[src/rtl/mux_select_arbiter.sv]
// Two-requester arbiter feeding one registered output word over a valid/ready handshake.
// Sticky round-robin: the last winner keeps the path until MAX_BURST grants, then yields.
module mux_select_arbiter #(
  parameter int DATA_WIDTH = 32,
  parameter int MAX_BURST  = 4
) (
  input  logic                  clk,
  input  logic                  rst,
  input  logic                  req_0,
  input  logic [DATA_WIDTH-1:0] data_0,
  output logic                  ack_0,
  input  logic                  req_1,
  input  logic [DATA_WIDTH-1:0] data_1,
  output logic                  ack_1,
  output logic                  out_valid,
  input  logic                  out_ready,
  output logic [DATA_WIDTH-1:0] out_data,
  output logic                  select
);

  localparam int CW = $clog2(MAX_BURST + 1);
  localparam logic [CW-1:0] MAX_CNT = CW'(MAX_BURST);
  localparam logic [CW-1:0] ONE_CNT = CW'(1);

  typedef enum logic {IDLE, HOLD} state_t;

  state_t                r_state;
  logic [CW-1:0]         r_burst_cnt;
  logic                  r_last_grant;
  logic [DATA_WIDTH-1:0] r_out_data;
  logic                  r_select;
  logic                  r_ack_0;
  logic                  r_ack_1;

  logic          w_accept;
  logic          w_any;
  logic          w_both;
  logic          w_sticky;
  logic          w_grant;
  logic [CW-1:0] w_next_cnt;

  assign w_accept = (r_state == IDLE) || out_ready;
  assign w_any    = req_0 | req_1;
  assign w_both   = req_0 & req_1;
  // A zero count means no burst is in progress, so the previous winner is not favoured.
  assign w_sticky = (r_burst_cnt != '0) && (r_burst_cnt < MAX_CNT);
  assign w_grant  = w_both ? (w_sticky ? r_last_grant : ~r_last_grant) : req_1;

  always_comb begin
    w_next_cnt = ONE_CNT;
    if ((w_grant == r_last_grant) && (r_burst_cnt != '0)) begin
      w_next_cnt = (r_burst_cnt == MAX_CNT) ? MAX_CNT : r_burst_cnt + ONE_CNT;
    end
  end

  always_ff @(posedge clk) begin
    if (rst) begin
      r_state      <= IDLE;
      r_burst_cnt  <= '0;
      r_last_grant <= 1'b1;
      r_out_data   <= '0;
      r_select     <= 1'b0;
      r_ack_0      <= 1'b0;
      r_ack_1      <= 1'b0;
    end else begin
      r_ack_0 <= 1'b0;
      r_ack_1 <= 1'b0;
      if (w_accept) begin
        if (w_any) begin
          r_state      <= HOLD;
          r_out_data   <= w_grant ? data_1 : data_0;
          r_select     <= w_grant;
          r_ack_0      <= ~w_grant;
          r_ack_1      <= w_grant;
          r_burst_cnt  <= w_next_cnt;
          r_last_grant <= w_grant;
        end else begin
          r_state <= IDLE;
          if (r_state == IDLE) begin
            r_burst_cnt <= '0;
          end
        end
      end
    end
  end

  assign out_valid = (r_state == HOLD);
  assign out_data  = r_out_data;
  assign select    = r_select;
  assign ack_0     = r_ack_0;
  assign ack_1     = r_ack_1;

endmodule

[config.mk]
export PLATFORM = sky130hd
export DESIGN_NAME = mux_select_arbiter
export DESIGN_NICKNAME = d
export VERILOG_FILES = /design/src/rtl/mux_select_arbiter.sv
export SDC_FILE = /design/constraint.sdc
export NUM_CORES = 1
export LEC_CHECK = 0
export CAP_MARGIN = 10
export CORE_MARGIN = 3
export CORE_UTILIZATION = 40
export CTS_BUF_LIST = sky130_fd_sc_hd__clkbuf_4 sky130_fd_sc_hd__clkbuf_8 sky130_fd_sc_hd__clkbuf_16
export DETAILED_ROUTE_END_ITERATION = 8
export HOLD_SLACK_MARGIN = 0.1
export MAX_ROUTING_LAYER = met4
export PLACE_DENSITY = 0.9
export SYNTH_ARGS = -nofsm -noshare
export SYNTH_HDL_FRONTEND = slang
export SYNTH_SLANG_ARGS = --single-unit
[constraint.sdc]
create_clock -name clk -period 3.3 [get_ports clk]
set_clock_uncertainty 0.2 [all_clocks]
set_input_delay 0.33 -clock clk [delete_from_list [all_inputs] [get_ports clk]]
set_output_delay 0.33 -clock clk [all_outputs]
set_load 0.02 [all_outputs]
## Yosys cells after proc, flatten, opt, wreduce, memory -nomap -nowiden

Cells that the tools add are included.

| word-level totals | value |
|---|---|
| flip-flop bits (word level) | 40 |
| input bits | 69 |
| output and inout port bits | 36 |
| logic and storage cells | 34 |

| operators by class | value |
|---|---|
| add/subtract/negate cells | 1 |
| magnitude comparators | 1 |
| equal/unequal tests | 3 |
| mux-type cells | 8 |
| bitwise operators | 7 |
| reduce and logical (&&, ||, !) cells | 7 |

Operator list:

| cell | number |
|---|---|
| $mux W32 | 1 |
| $mux W3 | 4 |
| $not A1 Y1 | 5 |
| $reduce_and A2 Y1 | 2 |
| $add A3 B1 Y3 const B | 1 |
| $eq A3 B3 Y1 const B | 1 |
| $lt A3 B3 Y1 const B | 1 |
| $mux W1 | 3 |
| $reduce_bool A3 Y1 | 1 |
| $reduce_or A3 Y1 | 1 |
| $logic_and A1 B1 Y1 | 2 |
| $ne A2 B1 Y1 const B | 1 |
| $and A1 B1 Y1 | 1 |
| $eq A1 B1 Y1 | 1 |
| $logic_or A1 B1 Y1 | 1 |
| $or A1 B1 Y1 | 1 |

## Depth between registers and ports, before layout

| logic depth | value |
|---|---|
| depth after elaboration | 8 |
| gate-level depth with buffers | 8 |
| gate-level depth less buffers | 6 |

## Least setup slack after synthesis

No wires, ideal clock.

| timing | value |
|---|---|
| path type | flip-flop to flip-flop |
| from | register r_burst_cnt[0] |
| to | register r_out_data[18] (netlist: out_data[18]) |
| library setup time | 119 ps |
| arrival time | 1749 ps |
| required time | 2981 ps |
| slack | 1231 ps |
| stages on the path, launching flop included | 9 |
| buffers on the path | 2 |
| period minus slack after synthesis | 2069 ps |
| path through | dfxtp_1 > inv_1 > ha_1 > or4b_4 > and3_1 > buf_6 > buf_6 > a21oi_2 > a21oi_1 |

| between the ends | value |
|---|---|
| cells in the longest elaborated chain, start to end | 5 |
| elaborated cells between the ends (all ways) | 6 |
| those cells by class | order compare: 1; mux: 3; reduce/logical: 2 |

Ends and longest elaborated chain:

| what | RTL line | RTL |
|---|---|---|
| from (decl) | 28 | `logic [CW-1:0] r_burst_cnt;` |
| from (signal assigned) | 75 | `r_burst_cnt <= w_next_cnt;` |
| $lt A3 B3 Y1 or $reduce_bool A3 Y1 (tied branches) | 46 | `assign w_sticky = (r_burst_cnt != '0) && (r_burst_cnt < MAX_CNT);` |
| $logic_and A1 B1 Y1 * | 46 |  |
| $mux W1 * (2 in a row) | 47 | `assign w_grant = w_both ? (w_sticky ? r_last_grant : ~r_last_grant) : req_1;` |
| $mux W32 * | 71 | `r_out_data <= w_grant ? data_1 : data_0;` |
| to (signal assigned) | 71 |  |
| to (decl) | 30 | `logic [DATA_WIDTH-1:0] r_out_data;` |

Mark *: on every way between the ends. The rest lies on a longest branch, timed or not.
A chain may end at the register's enable or synchronous reset.

## Worst setup path in the final report

| timing | value |
|---|---|
| from | register r_burst_cnt[0] |
| to | register r_out_data[25] (netlist: out_data[25]) |

The elaborated chain is that of the path after synthesis.

==> flow_summary_export.csv <==
group,metric,value,unit
grt,track_usage,20.8,%
worst_setup_path,crit_type,"reg2reg",
synth,synth_cell_type_count,26,
cells_and_area,stdcell_area,0.00303,mm2
synth,yosysSeqAreaShare,42.4,%
synth,synth_compound_area_share,36.2,%
grt,grt_first_pass_wirelength,8830,um
placed_design,post-place-ws,570,ps
timing,slew_headroom,32.4,%
grt,antenna_found_initial,0,
placed_design,gp_congestion,0.857,
synth,synth_top_family_by_area,"compound AO/OA/AOI/OAI gates",
route,via_count,1986,
grt,grt.busiest_layer,"met2",
cts,ctsLongestPathBuffers,2,
placed_design,placed_cells,372,
timing,worst_slack,859,ps
synth,synth_xor_area_share,0.463,%
floorplanning,die_area,0.00559,mm2
power_and_ir_drop,intPower,0.897,mW
power_and_ir_drop,vdd_drop_max,0.238,mV
route,drtAntennaViolNets,0,
outcome,status,"finished clean",
grt,grt-ovfl-total,0,
grt,grt_util_met2,35.1,%
cts,htreeDepth,2,
cells_and_area,nets,398,
synth,syn_avg_cell_area,8.26,um2
route,drtIter0Drc,81,
floorplanning,io_pins,105,
timing,finalSetupViolCount,0,
synth,async_reset_ff_share,0,%
grt,met1_usage,25.2,%
power_and_ir_drop,pwr-share-clk,25.9,%
cells_and_area,final_cells,380,
power_and_ir_drop,swShare,30.3,%
cts,clkTransAtPathRegs,70,ps
synth,synth_top_cell_area_share,42.4,%
grt,grt_max_degree,35,
cts,insertion_delay,280,ps
job,drv_cap,0,
timing,fmax,0.410,GHz
timing,drv_slew,0,
power_and_ir_drop,power_frac_comb,31.2,%
cts,cts_tree,"done",
synth,synth.ff_latch_count,40,
synth,yosysWarnings,0,
timing,hold_violations,0,
worst_setup_path,cp_max_fo,34,
placed_design,port_buffers,104,
cells_and_area,drive_gt1_share,14.3,%
cts,ctsResizeCount,0,
power_and_ir_drop,finalPower,1.29,mW
floorplanning,die_height,74.8,um
power_and_ir_drop,power_density,425,mW/mm2
synth,netlist.top_cell.by_area,"dfxtp_1",
power_and_ir_drop,power_leakage,1.15,nW
timing,post-route-min-period,2440,ps
synth,synth_fp_nets,300,
synth,postSynthCellCount,229,
worst_setup_path,worstRegToRegCells,6,
synth,muxShareOfSynthArea,0,%
cells_and_area,fill_cells,387,
timing,tns,0,ps
floorplanning,core,0.00444,mm2
placed_design,place_area,0.00294,mm2
route,routed_via_density,5.23,
worst_setup_path,endpoint_kind,"flip-flop",
cts,hold_buffers,0,
cts,cts_buffers,5,
worst_setup_path,start_kind,"flip-flop",
placed_design,post-dp-hpwl,4000,um
route,routed_wl,5610,um
synth,netlist_area,0.00189,mm2
cells_and_area,area_delta_synth_final,60.3,%
grt,use_met3,4.81,%
timing,whs,317,ps
worst_hold_path,worstHoldPathType,"reg2reg",
floorplanning,std_cell_rows,24,
timing,period_share,74.0,%
floorplanning,die_w,74.8,um
synth,synthAdderAreaFrac,1.32,%
cts,clock-root-buffer,"clkbuf_8",
route,wire_per_inst,14.8,um
route,drc_errors,0,
floorplanning,start_util,42.5,%
worst_setup_path,required,3270,ps
worst_setup_path,worstPathArrival,2420,ps
synth,synth_edf_count,0,
timing,rsz0062_at_grt,"no",
grt,grt_pass1_vias,1984,
cts,postCtsSetupBuffers,0,
worst_hold_path,whs_path_depth,2,
cts,cts.sinks,40,
cells_and_area,n_antenna_cell,0,
synth,synth_ff_type,"dfxtp_1",
synth,synthTopCellsByArea,"dfxtp_1 42%, a21oi_2 13%, a21oi_1 10%, o21ai_0 9.5%, nand2_1 6.4%",
power_and_ir_drop,power_switching,0.390,mW
route,drt_pass1_iterations,4,
timing,tightest_slew,1010,ps
cells_and_area,final_util,68.2,%
synth,synth_simple_gate_area_share,12.8,%
power_and_ir_drop,pwr-share-seq,42.9,%
==> logic make-up (layout without fill, tap and decap cells) <==
group,Yosys count,count (layout)
buffers and inverters,23,122
flip-flops,40,40
adder cells (fa/ha/maj),2,2
AO/OA/AOI/OAI,110,110
XOR/XNOR,1,1
AND/OR/NAND/NOR,53,53
==> power by group through the flow <==
stage | sequential [mW] | clock [mW] | combinational [mW]
final | 0.552 | 0.333 | 0.401
after floorplan | 0.612 | 0 | 0.152
after global placement | 0.561 | 0 | 0.395
after global routing | 0.558 | 0.355 | 0.435
after detailed placement | 0.562 | 0 | 0.403
after CTS | 0.552 | 0.340 | 0.405
==> cell usage after synthesis, drive strengths merged (2+ instances only) <==
library cell	count
nor2b	3
nand2b	3
nor2	6
a21boi	2
nor3	3
clkbuf	7
o221ai	2
inv	5
nand2	32
ha	2
o21ai	36
dfxtp	40
a21oi	66
nand3	3
and3	2
buf	11
==> flip-flops by register name, indices dropped and copies added, names as in the netlist <==
signal        cells
ack_1             1
r_last_grant      1
out_valid         1
select            1
r_burst_cnt       3
ack_0             1
out_data         32
==> worst max-delay path, stage by stage, from the launching register on <==
cell and delay, ps:
dfxtp_1 380, inv_1 60, ha_1 260, or4b_4 500, and3_2 570, a21oi_1 290, a21oi_1 80
==> routing by layer <==
layer	wire (um)	share of wire (%)
met2	2780	50
met4	84	1.5
met1	2460	44
met3	283	5.0
met5	0	0
==> final cells by class <==
type	instances	area [um2]	share of cell area [%]
repair buffers	109	1080	35.6
multi-input cells	166	975	32.2
flip-flops and latches	40	801	26.4
clock buffers	6	82.6	2.73
well taps	52	65.1	2.15
inverters	5	18.8	0.619
clock inverters	2	10.0	0.330
==> path summary, 6_finish.rpt <==
path / slack [ps] / endpoint / from
setup reg to reg: 860 / out_data[25] / r_burst_cnt[0]
hold reg to reg: 320 / select / select
hold / removal: 320 / select / select
setup / recovery: 860 / out_data[25] / r_burst_cnt[0]
==> cells in the final DEF, fill, tap and decap left out <==
| cell type | n |
|---|---|
| buf_4 | 5 |
| a22oi_2 | 1 |
| xnor2_1 | 1 |
| clkdlybuf4s50_1 | 104 |
| inv_1 | 5 |
| nand3_1 | 3 |
| ha_1 | 2 |
| or4b_4 | 1 |
| nor2_2 | 1 |
| and3_2 | 1 |
| nand2_1 | 32 |
| a21oi_1 | 38 |
| o211ai_1 | 1 |
| clkbuf_8 | 6 |
| nor3_2 | 1 |
| and3_1 | 1 |
| o21ai_4 | 1 |
| a21oi_2 | 28 |
| nand2b_1 | 3 |
| nor2b_1 | 3 |
| o31a_1 | 1 |
| nor2_1 | 5 |
| o21a_1 | 1 |
| nor3_1 | 2 |
| a21boi_0 | 2 |
| o21ai_0 | 35 |
| clkinv_2 | 2 |
| o221ai_1 | 2 |
| dfxtp_1 | 40 |
(Power assumes the default switching activity.)
